File: src/rtl/mem_bridge_pkg.sv
// mem_bridge_pkg: shared constants and types for the MEM-stage system bridge.
//   EXC_ADEL / EXC_ADES : address-error exception codes (load / store).
//   SIZE_*              : req_size encodings.
//   ST_*                : bridge FSM state encodings.
//   acc_t               : the access that is latched when a request is issued.
package mem_bridge_pkg;

   localparam logic [4:0] EXC_ADEL = 5'd4;
   localparam logic [4:0] EXC_ADES = 5'd5;

   localparam logic [1:0] SIZE_BYTE = 2'd0;
   localparam logic [1:0] SIZE_HALF = 2'd1;
   localparam logic [1:0] SIZE_WORD = 2'd2;

   localparam logic [1:0] ST_IDLE = 2'd0;
   localparam logic [1:0] ST_BUSY = 2'd1;
   localparam logic [1:0] ST_RESP = 2'd2;

   typedef struct packed {
      logic        we;
      logic [31:0] addr;
      logic [3:0]  be;
      logic [31:0] wdata;
   } acc_t;

   // Address errors are reported as AdES for stores and AdEL for loads.
   function automatic logic [4:0] addr_exc(input logic we);
      return we ? EXC_ADES : EXC_ADEL;
   endfunction

endpackage

File: src/rtl/mem_bridge_decode.sv
// mem_bridge_decode: combinational address decode and access-rule checks.
//   addr, size, we, ovf : the MEM-stage request.
//   sel                 : one-hot window hit (lowest index wins on overlap).
//   idx                 : binary index of the selected window.
//   err                 : any address-rule violation (overflow, misalignment,
//                         no window hit, store to read-only, non-word access
//                         to a word-only slave).
module mem_bridge_decode
   import mem_bridge_pkg::*;
#(
   parameter int                     NUM_SLV       = 3,
   parameter int                     IDX_W         = 2,
   parameter logic [NUM_SLV*32-1:0]  SLV_BASE      = {32'h7F10, 32'h7F00, 32'h0},
   parameter logic [NUM_SLV*32-1:0]  SLV_LAST      = {32'h7F1B, 32'h7F0B, 32'h2FFF},
   parameter logic [NUM_SLV-1:0]     SLV_RO        = '0,
   parameter logic [NUM_SLV-1:0]     SLV_WORD_ONLY = 3'b110
)(
   input  logic [31:0]        addr,
   input  logic [1:0]         size,
   input  logic               we,
   input  logic               ovf,
   output logic [NUM_SLV-1:0] sel,
   output logic [IDX_W-1:0]   idx,
   output logic               err
);

   logic [NUM_SLV-1:0] win;
   logic               hit;
   logic               misalign;
   logic               ro_viol;
   logic               wo_viol;

   for (genvar i = 0; i < NUM_SLV; i++) begin : g_win
      assign win[i] = (addr >= SLV_BASE[i*32 +: 32]) && (addr <= SLV_LAST[i*32 +: 32]);
   end

   // Scan from the top so the lowest matching index is the one left standing.
   always_comb begin
      hit = 1'b0;
      idx = '0;
      sel = '0;
      for (int i = NUM_SLV - 1; i >= 0; i--) begin
         if (win[i]) begin
            hit    = 1'b1;
            idx    = IDX_W'(i);
            sel    = '0;
            sel[i] = 1'b1;
         end
      end
   end

   assign misalign = ((size == SIZE_HALF) && addr[0]) ||
                     ((size == SIZE_WORD) && (addr[1:0] != 2'b00));
   assign ro_viol  = hit && we && |(sel & SLV_RO);
   assign wo_viol  = hit && (size != SIZE_WORD) && |(sel & SLV_WORD_ONLY);

   // Every rule maps to the same AdEL/AdES code, so the ordering among them
   // does not change the result and a plain OR is enough.
   assign err = ovf | misalign | ~hit | ro_viol | wo_viol;

endmodule

File: src/rtl/mem_bridge.sv
// mem_bridge: MEM-stage bridge between the pipeline and NUM_SLV memory-mapped
// slaves. Decodes and checks each load/store, runs a sel/ready handshake with
// the selected slave, stalls the pipeline during wait states and turns a hung
// slave into an address exception after TIMEOUT busy cycles.
//   clk, reset          : clock, asynchronous active-high reset.
//   flush               : kill the instruction currently in MEM.
//   req_*               : load/store request from MEM; exc_in from earlier stages.
//   stall               : freeze IF..MEM.
//   rdata, resp_valid   : raw read word and completion strobe.
//   exc_out             : resulting exception code.
//   slv_*               : slave-side select/strobe/address/data and per-slave
//                         read data and ready.
// Optional build macro MEM_BRIDGE_ERRLOG_EN adds err_addr / err_cnt, which
// record the last faulting address and a saturating count of faults raised
// by this block.
module mem_bridge
   import mem_bridge_pkg::*;
#(
   parameter int                     NUM_SLV       = 3,
   parameter logic [NUM_SLV*32-1:0]  SLV_BASE      = {32'h7F10, 32'h7F00, 32'h0},
   parameter logic [NUM_SLV*32-1:0]  SLV_LAST      = {32'h7F1B, 32'h7F0B, 32'h2FFF},
   parameter logic [NUM_SLV-1:0]     SLV_RO        = '0,
   parameter logic [NUM_SLV-1:0]     SLV_WORD_ONLY = 3'b110,
   parameter int                     TIMEOUT       = 15
)(
   input  logic                  clk,
   input  logic                  reset,
   input  logic                  flush,
   input  logic                  req_valid,
   input  logic                  req_we,
   input  logic [1:0]            req_size,
   input  logic [31:0]           req_addr,
   input  logic [3:0]            req_be,
   input  logic [31:0]           req_wdata,
   input  logic                  req_ovf,
   input  logic [4:0]            exc_in,
   output logic                  stall,
   output logic [31:0]           rdata,
   output logic                  resp_valid,
   output logic [4:0]            exc_out,
   output logic [NUM_SLV-1:0]    slv_sel,
   output logic                  slv_we,
   output logic [31:0]           slv_addr,
   output logic [3:0]            slv_be,
   output logic [31:0]           slv_wdata,
   input  logic [NUM_SLV*32-1:0] slv_rdata,
   input  logic [NUM_SLV-1:0]    slv_ready
`ifdef MEM_BRIDGE_ERRLOG_EN
   ,
   output logic [31:0]           err_addr,
   output logic [7:0]            err_cnt
`endif
);

   localparam int IDX_W = (NUM_SLV > 1) ? $clog2(NUM_SLV) : 1;
   localparam int CNT_W = $clog2(TIMEOUT + 1);

   logic [1:0]         state;
   acc_t               acc_q;
   logic [IDX_W-1:0]   idx_q;
   logic [NUM_SLV-1:0] sel_q;
   logic [CNT_W-1:0]   cnt;
   logic [4:0]         exc_q;
   logic               flush_q;

   logic [NUM_SLV-1:0] dec_sel;
   logic [IDX_W-1:0]   dec_idx;
   logic               dec_err;

   logic [4:0]         req_exc;
   logic               issue;
   logic               busy;
   logic               rdy;
   logic               tmo;
   logic               kill;

   mem_bridge_decode #(
      .NUM_SLV       (NUM_SLV),
      .IDX_W         (IDX_W),
      .SLV_BASE      (SLV_BASE),
      .SLV_LAST      (SLV_LAST),
      .SLV_RO        (SLV_RO),
      .SLV_WORD_ONLY (SLV_WORD_ONLY)
   ) u_decode (
      .addr (req_addr),
      .size (req_size),
      .we   (req_we),
      .ovf  (req_ovf),
      .sel  (dec_sel),
      .idx  (dec_idx),
      .err  (dec_err)
   );

   // An upstream exception always takes precedence over our own checks.
   always_comb begin
      req_exc = 5'd0;
      if (exc_in != 5'd0)
         req_exc = exc_in;
      else if (req_valid && dec_err)
         req_exc = addr_exc(req_we);
   end

   assign issue = (state == ST_IDLE) && req_valid && !flush && (req_exc == 5'd0);
   assign busy  = (state == ST_BUSY);
   assign rdy   = |(slv_ready & sel_q);
   assign tmo   = (cnt == CNT_W'(TIMEOUT - 1));
   // A flush seen while busy cannot undo a slave write, so it only hides the
   // completion from the pipeline.
   assign kill  = flush_q | flush;

   always_comb begin
      stall      = 1'b0;
      resp_valid = 1'b0;
      exc_out    = 5'd0;
      case (state)
         ST_IDLE: begin
            stall   = issue;
            exc_out = req_exc;
         end
         ST_BUSY: stall = 1'b1;
         ST_RESP: begin
            resp_valid = !kill;
            exc_out    = kill ? 5'd0 : exc_q;
         end
         default: ;
      endcase
      // Combinational outputs are held quiet while reset is asserted.
      if (reset) begin
         stall      = 1'b0;
         resp_valid = 1'b0;
         exc_out    = 5'd0;
      end
   end

   assign slv_sel   = busy ? sel_q       : '0;
   assign slv_we    = busy & acc_q.we;
   assign slv_addr  = busy ? acc_q.addr  : 32'd0;
   assign slv_be    = busy ? acc_q.be    : 4'd0;
   assign slv_wdata = busy ? acc_q.wdata : 32'd0;

   always_ff @(posedge clk or posedge reset) begin
      if (reset) begin
         state   <= ST_IDLE;
         acc_q   <= '0;
         idx_q   <= '0;
         sel_q   <= '0;
         cnt     <= '0;
         exc_q   <= 5'd0;
         flush_q <= 1'b0;
         rdata   <= 32'd0;
      end else begin
         case (state)
            ST_IDLE: begin
               if (issue) begin
                  acc_q   <= '{we: req_we, addr: req_addr, be: req_be, wdata: req_wdata};
                  idx_q   <= dec_idx;
                  sel_q   <= dec_sel;
                  cnt     <= '0;
                  exc_q   <= 5'd0;
                  flush_q <= 1'b0;
                  state   <= ST_BUSY;
               end
            end
            ST_BUSY: begin
               if (flush)
                  flush_q <= 1'b1;
               // Ready is checked first so a last-cycle completion is not lost.
               if (rdy) begin
                  rdata <= slv_rdata[idx_q*32 +: 32];
                  exc_q <= 5'd0;
                  state <= ST_RESP;
               end else if (tmo) begin
                  rdata <= 32'd0;
                  exc_q <= addr_exc(acc_q.we);
                  state <= ST_RESP;
               end else begin
                  cnt <= cnt + 1'b1;
               end
            end
            ST_RESP: begin
               flush_q <= 1'b0;
               state   <= ST_IDLE;
            end
            default: state <= ST_IDLE;
         endcase
      end
   end

`ifdef MEM_BRIDGE_ERRLOG_EN
   logic        log_evt;
   logic [31:0] log_addr;

   // Faults raised here: a rule violation on an IDLE request without an
   // upstream exception, or a slave timeout.
   assign log_evt  = ((state == ST_IDLE) && req_valid && (exc_in == 5'd0) && dec_err) ||
                     (busy && !rdy && tmo);
   assign log_addr = busy ? acc_q.addr : req_addr;

   always_ff @(posedge clk or posedge reset) begin
      if (reset) begin
         err_addr <= 32'd0;
         err_cnt  <= 8'd0;
      end else if (log_evt) begin
         err_addr <= log_addr;
         if (err_cnt != 8'hFF)
            err_cnt <= err_cnt + 8'd1;
      end
   end
`endif

endmodule

File: config.mk
export PLATFORM = sky130hd
export DESIGN_NAME = mem_bridge
export DESIGN_NICKNAME = d
export VERILOG_FILES = /design/src/rtl/mem_bridge_pkg.sv /design/src/rtl/mem_bridge_decode.sv /design/src/rtl/mem_bridge.sv
export SDC_FILE = /design/constraint.sdc
export NUM_CORES = 1
export LEC_CHECK = 0
export ABC_AREA = 1
export ABC_CLOCK_PERIOD_IN_PS = 4400
export CAP_MARGIN = 20
export CORE_MARGIN = 4
export CORE_UTILIZATION = 37
export CTS_CLUSTER_SIZE = 10
export DETAILED_ROUTE_END_ITERATION = 6
export GPL_ROUTABILITY_DRIVEN = 0
export HOLD_SLACK_MARGIN = 0.05
export PLACE_DENSITY = 0.78
export REMOVE_ABC_BUFFERS = 1
export SYNTH_ARGS = -nofsm -noshare
export SYNTH_HDL_FRONTEND = slang
export SYNTH_SLANG_ARGS = --single-unit
File: constraint.sdc
create_clock -name clk -period 4.4 [get_ports clk]
set_clock_uncertainty 0.15 [all_clocks]
set_input_delay 0.88 -clock clk [delete_from_list [all_inputs] [get_ports clk]]
set_output_delay 0.88 -clock clk [all_outputs]
set_load 0.01 [all_outputs]
Word-level counts from Yosys, hierarchy flattened
Cells that the tools add are included.
Widths: inputs -> output; s select.

cells by class
  add/subtract/negate cells = 1
  $lt $le $gt $ge = 6
  eq/ne operators = 11
  shift-type cells = 1
  muxes and demuxes = 41
  bitwise logic cells = 7
  reduce and logical (&&, ||, !) cells = 29

operators with widths
  kind                  number
  $mux 32               4
  $shiftx 96x8->32      1
  $ge 32x15->1 const B  2
  $le 32x15->1 const B  2
  $ge 32x1->1 const B   1
  $le 32x14->1 const B  1
  $mux 5                6
  $pmux 5 s2            2
  $mux 4                4
  $mux 3                5
  $mux 2                6
  $logic_and 1x1->1     11
  $mux 1                10
  $ne 2x2->1 const B    5
  $pmux 4 s2            1
  $reduce_and 2->1      3
  $reduce_and 3->1      2
  $reduce_bool 2->1     3
  $logic_not 5->1       1
  $reduce_bool 5->1     1
  $add 4x1->4 const B   1
  $eq 2x1->1 const B    2
  $eq 2x2->1 const B    2
  $eq 4x4->1 const B    1
  15 further kinds      19

storage, ports and cells
  register bits after elaboration = 118
  output and inout port bits = 111
  word-level logic and storage cells = 107

Longest topological paths before layout
Gate-level depths: netlist (run 1).

  word-level depth = 15
  mapped depth = 16
  mapped depth without buffers = 15

Modules after synthesis
Synthesis (run 1) repeated with hierarchy kept, for this count alone.

second synthesis, totals
  cell total of the unflattened synthesis = 906
  area total of the unflattened synthesis = 6,338.6 um^2

by module, submodules not included
  module             instances  cells each  area each (um^2)  sequential area each (um^2)
  mem_bridge         1          852         6,097.1           2,877.8
  mem_bridge_decode  1          54          241.5             0.0

Worst setup path after synthesis (run 1)
No wires, ideal clock.

  kind = input-to-output
  from = in reset
  to = out exc_out[4]
  arrival = 3.601 ns
  data required time = 3.370 ns
  setup slack = -0.231 ns
  stages = 3
  buffers on the path = 0
  path through = inv_1 nand2_1 nor2_1

on the way
  longest elaborated chain between the ends = 1

RTL lines
  item         line               source
  from (decl)  mem_bridge.sv:27   input logic reset,
  $mux 5       mem_bridge.sv:128  if (reset) begin
  to (decl)    mem_bridge.sv:40   output logic [4:0] exc_out,

No other way between the ends.

Worst setup path after layout (run 1)
  from = in req_addr[24]
  to = out stall

on the way
  longest elaborated chain between the ends = 15
  elaborated cells between the ends (all ways) = 28

RTL lines
  item                                                    line                                              source
  from (decl)                                             mem_bridge.sv:32                                  input logic [31:0] req_addr,
  $ge 32x15->1 / $le 32x15->1 (equally long branches)     mem_bridge_decode.sv:34                           assign win[i] = (addr >= SLV_BASE[i*32 +: 32]) && (addr <= SLV_LAST[i*32 +: 32]);
  $logic_and 1x1->1                                       mem_bridge_decode.sv:34
  $mux 3 / $mux 1 (equally long branches) (3 in series)   mem_bridge_decode.sv:43                           if (win[i]) begin
  $reduce_or 2->1, or another cell as far along           mem_bridge_decode.sv:55                           assign wo_viol = hit && (size != SIZE_WORD) && |(sel & SLV_WORD_ONLY);
  $logic_and 1x1->1 / $or 1x1->1 (equally long branches)  mem_bridge_decode.sv:55, mem_bridge_decode.sv:59
  $or 1x1->1 *                                            mem_bridge_decode.sv:59                           assign err = ovf | misalign | ~hit | ro_viol | wo_viol;
  $logic_and 1x1->1 *                                     mem_bridge.sv:99                                  else if (req_valid && dec_err)
  $mux 3 *                                                mem_bridge.sv:99
  $mux 5 *                                                mem_bridge.sv:97                                  if (exc_in != 5'd0)
  $logic_not 5->1 *                                       mem_bridge.sv:103                                 assign issue = (state == ST_IDLE) && req_valid && !flush && (req_exc == 5'd0);
  $logic_and 1x1->1 *                                     mem_bridge.sv:103
  $pmux 1 s2 *                                            mem_bridge.sv:115                                 case (state)
  $mux 1 *                                                mem_bridge.sv:128
  to (decl)                                               mem_bridge.sv:37                                  output logic stall,

Every way passes the cells marked *; elsewhere a longest branch is shown, timed or not.

==> out/metrics.yaml, run 1 <==
rsz0062_at_grt: "no"
drt-pass1-iter-count: 5
final_nets: 1241
worstMarginPinSlew_ns: 0.921
drt-vias-per-instance: 4.73
synth.avg_cell_area_um2: 7.49
finalCritPeriodShare_pct: 93.4
finalHoldViolCount: 0
fin_ws_ns: 0.292
fin_hold_ws_ns: 0.312
irDropWorstVdd_mv: 0.277
final_common_cell: "clkdlybuf4s50_1"
grt-busiest-layer: "met2"
hold_buffers: 0
gr-usage-all-layers_pct: 22.3
routed_wl_mm: 20.2
synthDistinctLibCells: 30
fin_total_pwr_mw: 3.27
post_cts_buffers: 0
final_area_um2: 9600
yosys_warnings: 0
final_cell_mix: "clkdlybuf4s50_1, nor2_1, nand2_1"
cp_data_required_time_ns: 3.37
p_leak_nw: 4.45
drc_errors: 0
r2r_setup_slack_ns: 1.80
grt-ovfl-total: 0
die-area_um2: 17900
die_x_um: 134
min_path_type: "register to register"
report.final.slew_viol_count: 0
path_max_fanout: 3
rr_worst_depth: 11
portBuffers: 290
critPathKind: "primary input to output port"
worstSetupEndpointType: "output port"
clock_path_buffers: 2
placed_cells: 1250
cts_tree: "done"
area.growth.synth_to_final_pct: 64.1
startpoint_type: "primary input"
hold_depth: 2
period_needed_ns: 4.11
dieHeight_um: 134
post-place-ws_ns: 0.257
stdcell_count: 1283
fmax_mhz: 243
grt_use_met1_pct: 26.0
yosysSeqAreaShare_pct: 48.3
hold_end: "acc_q[56]$_DFFE_PP0P_"
grt_first_pass_wirelength_mm: 31.4
status: "finished, final reports clean"
clkTransAtPathRegs_ns: 0.05
boundaryPins: 291
grt_pass1_vias: 5991
cts.htree.levels: 4
use_met2_pct: 37.8
cts_resized: 0
place_area_um2: 8940
syn_inst: 781
antenna_found_initial: 0
final_util_pct: 62.5
cts_buffers: 17
drv_cap: 0
cts.sinks: 113
antenna_left: 0
hp-start: "acc_q[56]$_DFFE_PP0P_"
arrival_ns: 3.08
gr-usage-met3_pct: 8.51
setup-violations-final: 0
num_vias: 6072
design.core.area_um2: 15400
r2r_start: "state[0]$_DFFE_PP0P_"
rows: 45
syn-cell-area_um2: 5850
routedWlPerCell_um: 15.7
slew_headroom_pct: 38.6
drive_gt1_share_pct: 5.13
r2r-end: "cnt[0]$_DFFE_PP0P_"
first_iter_violations: 227
clock_latency_ns: 0.41
hpwl_mm: 14.8
diodes: 0
cts-root-buf: "clkbuf_16"
tns_ns: 0
grt_max_degree: 91
initial_core_util_pct: 38.1
ys_ff_latch: 113
cellPowerDensity_nw_per_um2: 340
-- cell usage after synthesis --
cell	instances	area [um2]
nand2_1	133	499
o21ai_0	112	561
ha_1	2	25.0
buf_2	7	35.0
buf_6	5	56.3
buf_1	2	7.51
nor4_1	2	12.5
o21ai_2	2	17.5
clkinv_2	1	5.00
nor3_1	4	20.0
a31oi_1	1	6.26
o221ai_1	1	8.76
nor3_2	1	10.0
xor2_1	2	17.5
a21oi_1	5	25.0
a221oi_1	1	8.76
nand3_4	1	17.5
nand2_2	1	6.26
nor2_2	1	6.26
nand4_1	5	31.3
o21ai_1	38	190
and3_1	2	12.5
nand3_1	11	55.1
clkinv_1	1	3.75
nor2_1	141	529
inv_2	2	7.51
a2bb2oi_1	32	280
inv_1	123	462
clkbuf_1	29	109
dfrtp_1	113	2830
-- cell families (layout without fill, tap and decap cells) --
group / after synthesis / after routing / synth area share, %
buffers and inverters: 170 / 461 / 11.7
DFF: 113 / 113 / 48.3
AOI/OAI and AO/OA: 192 / 192 / 18.7
and+or+nand+nor: 302 / 302 / 20.5
xor gates and xnor gates: 2 / 2 / 0.299
adders and majority gates: 2 / 2 / 0.427
-- registers in the layout (all words and copies together) (netlist names) --
signal	flops
exc_q	2
state	2
acc_q	69
idx_q	2
sel_q	1
flush_q	1
cnt	4
rdata	32
-- critical path, cell delays in order --
cell	delay, ns
clkdlybuf4s50_1	0.43
inv_1	0.06
nand2_1	0.04
nor2_1	0.15
nand2_1	0.10
nor2_2	0.17
nand2_1	0.11
a21oi_1	0.16
nand2_1	0.13
nand2_2	0.10
nand3_4	0.06
a21oi_1	0.13
clkdlybuf4s50_1	0.56
-- area by class of cell --
cell class	count	area (um2)
fillers	1383	5770
repair buffers	302	3050
clock inverters	7	95.1
clock buffers	25	536
multi-input cells	498	2350
flip-flops and latches	113	2830
inverters	127	482
well taps	211	264
-- power by group --
group / internal, mW / switching (mW)
Combinational: 0.354 / 0.274
Sequential: 1.16 / 0.0505
Clock: 0.953 / 0.474
Total: 2.47 / 0.799
-- worst max path at each step --
stage / startpoint / endpoint / slack (ns) / cells past startpoint
2_1_floorplan: reset / exc_out[4] / -0.23 / 3
3_3_place_gp: req_addr[25] / stall / 0.33 / 13
3_5_place_dp: req_addr[27] / stall / 0.26 / 13
4_1_cts: req_addr[24] / stall / 0.26 / 13
5_1_grt: req_addr[28] / stall / 0.09 / 13
6_report: req_addr[24] / stall / 0.29 / 13
-- metal layers --
layer	routed length (um)	vias up
met5	0	-
met2	9990	230
li1	-	3018
met3	1900	28
met1	7890	2796
met4	413	0
Power figures use the tool's default switching activity.
==> inputs of run 2 (changes only) <==
Settings changed: ABC_AREA 1 to default.
==> out/metrics.yaml, run 2 <==
synth.avg_cell_area_um2: 11.3  # +51%
routed_wl_mm: 18.0  # -11%
report.final.slew_viol_count: 0  # unchanged
yosys_warnings: 0  # unchanged
p_leak_nw: 4.21  # -5.4%
syn-cell-area_um2: 5780  # -1.2%
cts.htree.levels: 4  # unchanged
grt_max_degree: 74  # -19%
largest-register: "acc_q"
synth_edf_count: 0  # unchanged
final_area_um2: 9640  # +0.34%
rsz0062_at_grt: "no"
gr-usage-all-layers_pct: 20.3  # -2.0 points
antenna_left: 0  # unchanged
drc_errors: 0  # unchanged
min_path_type: "register to register"
clock_latency_ns: 0.40  # about the same
setup-violations-final: 0  # unchanged
status: "finished, final reports clean"
cellPowerDensity_nw_per_um2: 295  # -13%
cts.sinks: 113  # unchanged
clkTransAtPathRegs_ns: 0.05  # about the same
synth.most_common_cell: "dfrtp_1"
initial_core_util_pct: 37.9  # -0.19 points
tns_ns: 0  # unchanged
crit_chain: "clkdlybuf4s50_1, or4b_1, nor3_1, buf_4, a21oi_1, buf_4, o211ai_1, a21oi_1, clkdlybuf4s50_1"
grt_first_pass_wirelength_mm: 29.0  # -7.8%
critPathKind: "primary input to output port"
synth_area_leaders: "dfrtp_1, mux2_4, and2_1, mux2i_1, a22o_1"
worstMarginPinSlew_ns: 1.09  # +0.172 ns
startpoint_type: "primary input"
die_x_um: 133  # -0.58%
final_common_cell: "clkdlybuf4s50_1"
fin_hold_ws_ns: 0.323  # +0.0110 ns
grt_pass1_vias: 5466  # -8.8%
hold_buffers: 0  # unchanged
crit_path_top_delay_cell: "or4b_1"
top_regs: "acc_q: 69 flops, rdata: 32 flops, cnt: 4 flops"
drt-pass1-iter-count: 4  # -1
synthDistinctLibCells: 46  # +53%
cts_buffers: 17  # unchanged
async_flop_share_pct: 100  # unchanged
placed_cells: 995  # -20%
synth_top_area_cell: "dfrtp_1"
routedWlPerCell_um: 17.5  # +11%
area.growth.synth_to_final_pct: 66.7
stdcell_count: 1026  # -20%
largest_register_ff_count: 69  # unchanged
final_nets: 985  # -21%
final_cell_mix: "clkdlybuf4s50_1, dfrtp_1, and2_1"
arrival_ns: 3.21  # +0.13 ns
boundaryPins: 291  # unchanged
finalCritPeriodShare_pct: 96.4  # +3.0 points
cts-root-buf: "clkbuf_16"
irDropWorstVdd_mv: 0.232  # -16%
portBuffers: 290  # unchanged
synth_top_cells_by_count: "dfrtp_1, and2_1, nand2_1, mux2_4, o21ai_0"
synth_flop_cell: "dfrtp_1"
first_iter_violations: 252  # +11%
hpwl_mm: 13.4  # -9.4%
period_needed_ns: 4.24  # +0.132 ns
diodes: 0  # unchanged
antenna_found_initial: 0  # unchanged
path_max_fanout: 3  # unchanged
drive_gt1_share_pct: 13.4  # +8.2 points
slew_headroom_pct: 27.1  # -11 points
ys_ff_latch: 113  # unchanged
cts_tree: "done"
finalHoldViolCount: 0  # unchanged
drv_cap: 0  # unchanged
worstSetupEndpointType: "output port"
design.core.area_um2: 15300  # -0.73%
syn_inst: 512  # -34%
num_vias: 4989  # -18%
fin_total_pwr_mw: 2.84  # -13%
synth_top_area_share_pct: 48.9  # +0.60 points
cp_data_required_time_ns: 3.37  # about the same
crit_path_max_incr_delay_ns: 0.54  # -0.02 ns
fmax_mhz: 236  # -3.1%
rows: 45  # unchanged
grt-ovfl-total: 0  # unchanged
die-area_um2: 17700  # -1.1%
dieHeight_um: 133  # -0.58%
drt-vias-per-instance: 4.86  # +2.7%
yosysSeqAreaShare_pct: 48.9  # +0.60 points
place_area_um2: 8950  # about the same
post_cts_buffers: 0  # unchanged
clock_path_buffers: 2  # unchanged
nFillCells: 1180  # -15%
run 2: cell type report:
type                       count  area [um2]  share of cell area, %
clock buffer                  22         474                   4.92
clock inverter                 9         203                   2.10
sequential                   113        2830                   29.4
tap                          211         264                   2.74
inverter                       7        28.8                  0.299
timing repair buffer         308        3060                   31.7
multi-input combinational    356        2780                   28.8
run 2: worst paths after layout:
| kind | startpoint | end | slack (ns) | cells after the start |
|---|---|---|---|---|
| worst min register to register | acc_q[56]$_DFFE_PP0P_ | acc_q[56]$_DFFE_PP0P_ | 0.32 | 1 |
| worst max-delay path | req_addr[6] | exc_out[0] | 0.16 | 9 |
| worst max register to register | state[0]$_DFFE_PP0P_ | acc_q[14]$_DFFE_PP0P_ | 1.61 | 5 |
| worst min-delay path | acc_q[56]$_DFFE_PP0P_ | acc_q[56]$_DFFE_PP0P_ | 0.32 | 1 |
| max in group asynchronous | reset | idx_q[0]$_DFFE_PP0P_ | 1.85 | 4 |
| min in group asynchronous | reset | flush_q$_DFFE_PP0P_ | 0.91 | 3 |
run 2: logic make-up after synthesis:
kind of cell	synth area share, %
and+or+nand+nor	16.9
DFF	48.9
muxes	19.0
adders and majority gates	0.433
buffers and inverters	3.48
AOI/OAI and AO/OA	11.1
xor gates and xnor gates	0.152
run 2: per-layer routing:
layer	vias to the layer above	part of all wire (%)	track usage [%]
met3	37	6.8	6.08
met2	203	51	35.0
met4	0	2.6	7.79
li1	2383	-	-
met5	-	0	0
met1	2366	40	23.7
run 2: metrics by stage:
stage                     util (%)  worst slack, ns
after floorplan                  -           -0.441
after global placement        58.5           -0.161
after detailed placement      58.7           -0.139
after CTS                     63.1            0.147
after global routing          63.1          0.00303
final                         63.1            0.160
run 2: where the power goes:
part / switching (mW) / internal (mW)
combinational: 0.0713 / 0.163
clock: 0.464 / 1.11
sequential: 0.000000362 / 1.04
total: 0.536 / 2.31
run 2: worst max-delay path, delay by kind of cell:
family                 cells  cell delay, ns
AOI/OAI and AO/OA          3            0.37
buffers and inverters      4            1.23
and+or+nand+nor            2            0.73
run 2: what timing repair did:
| item | CTS | global route |
|---|---|---|
| endpoints found under the setup margin | 1 | 1 |
| resized for setup | 1 | 2 |
| pin swaps | 1 | 0 |
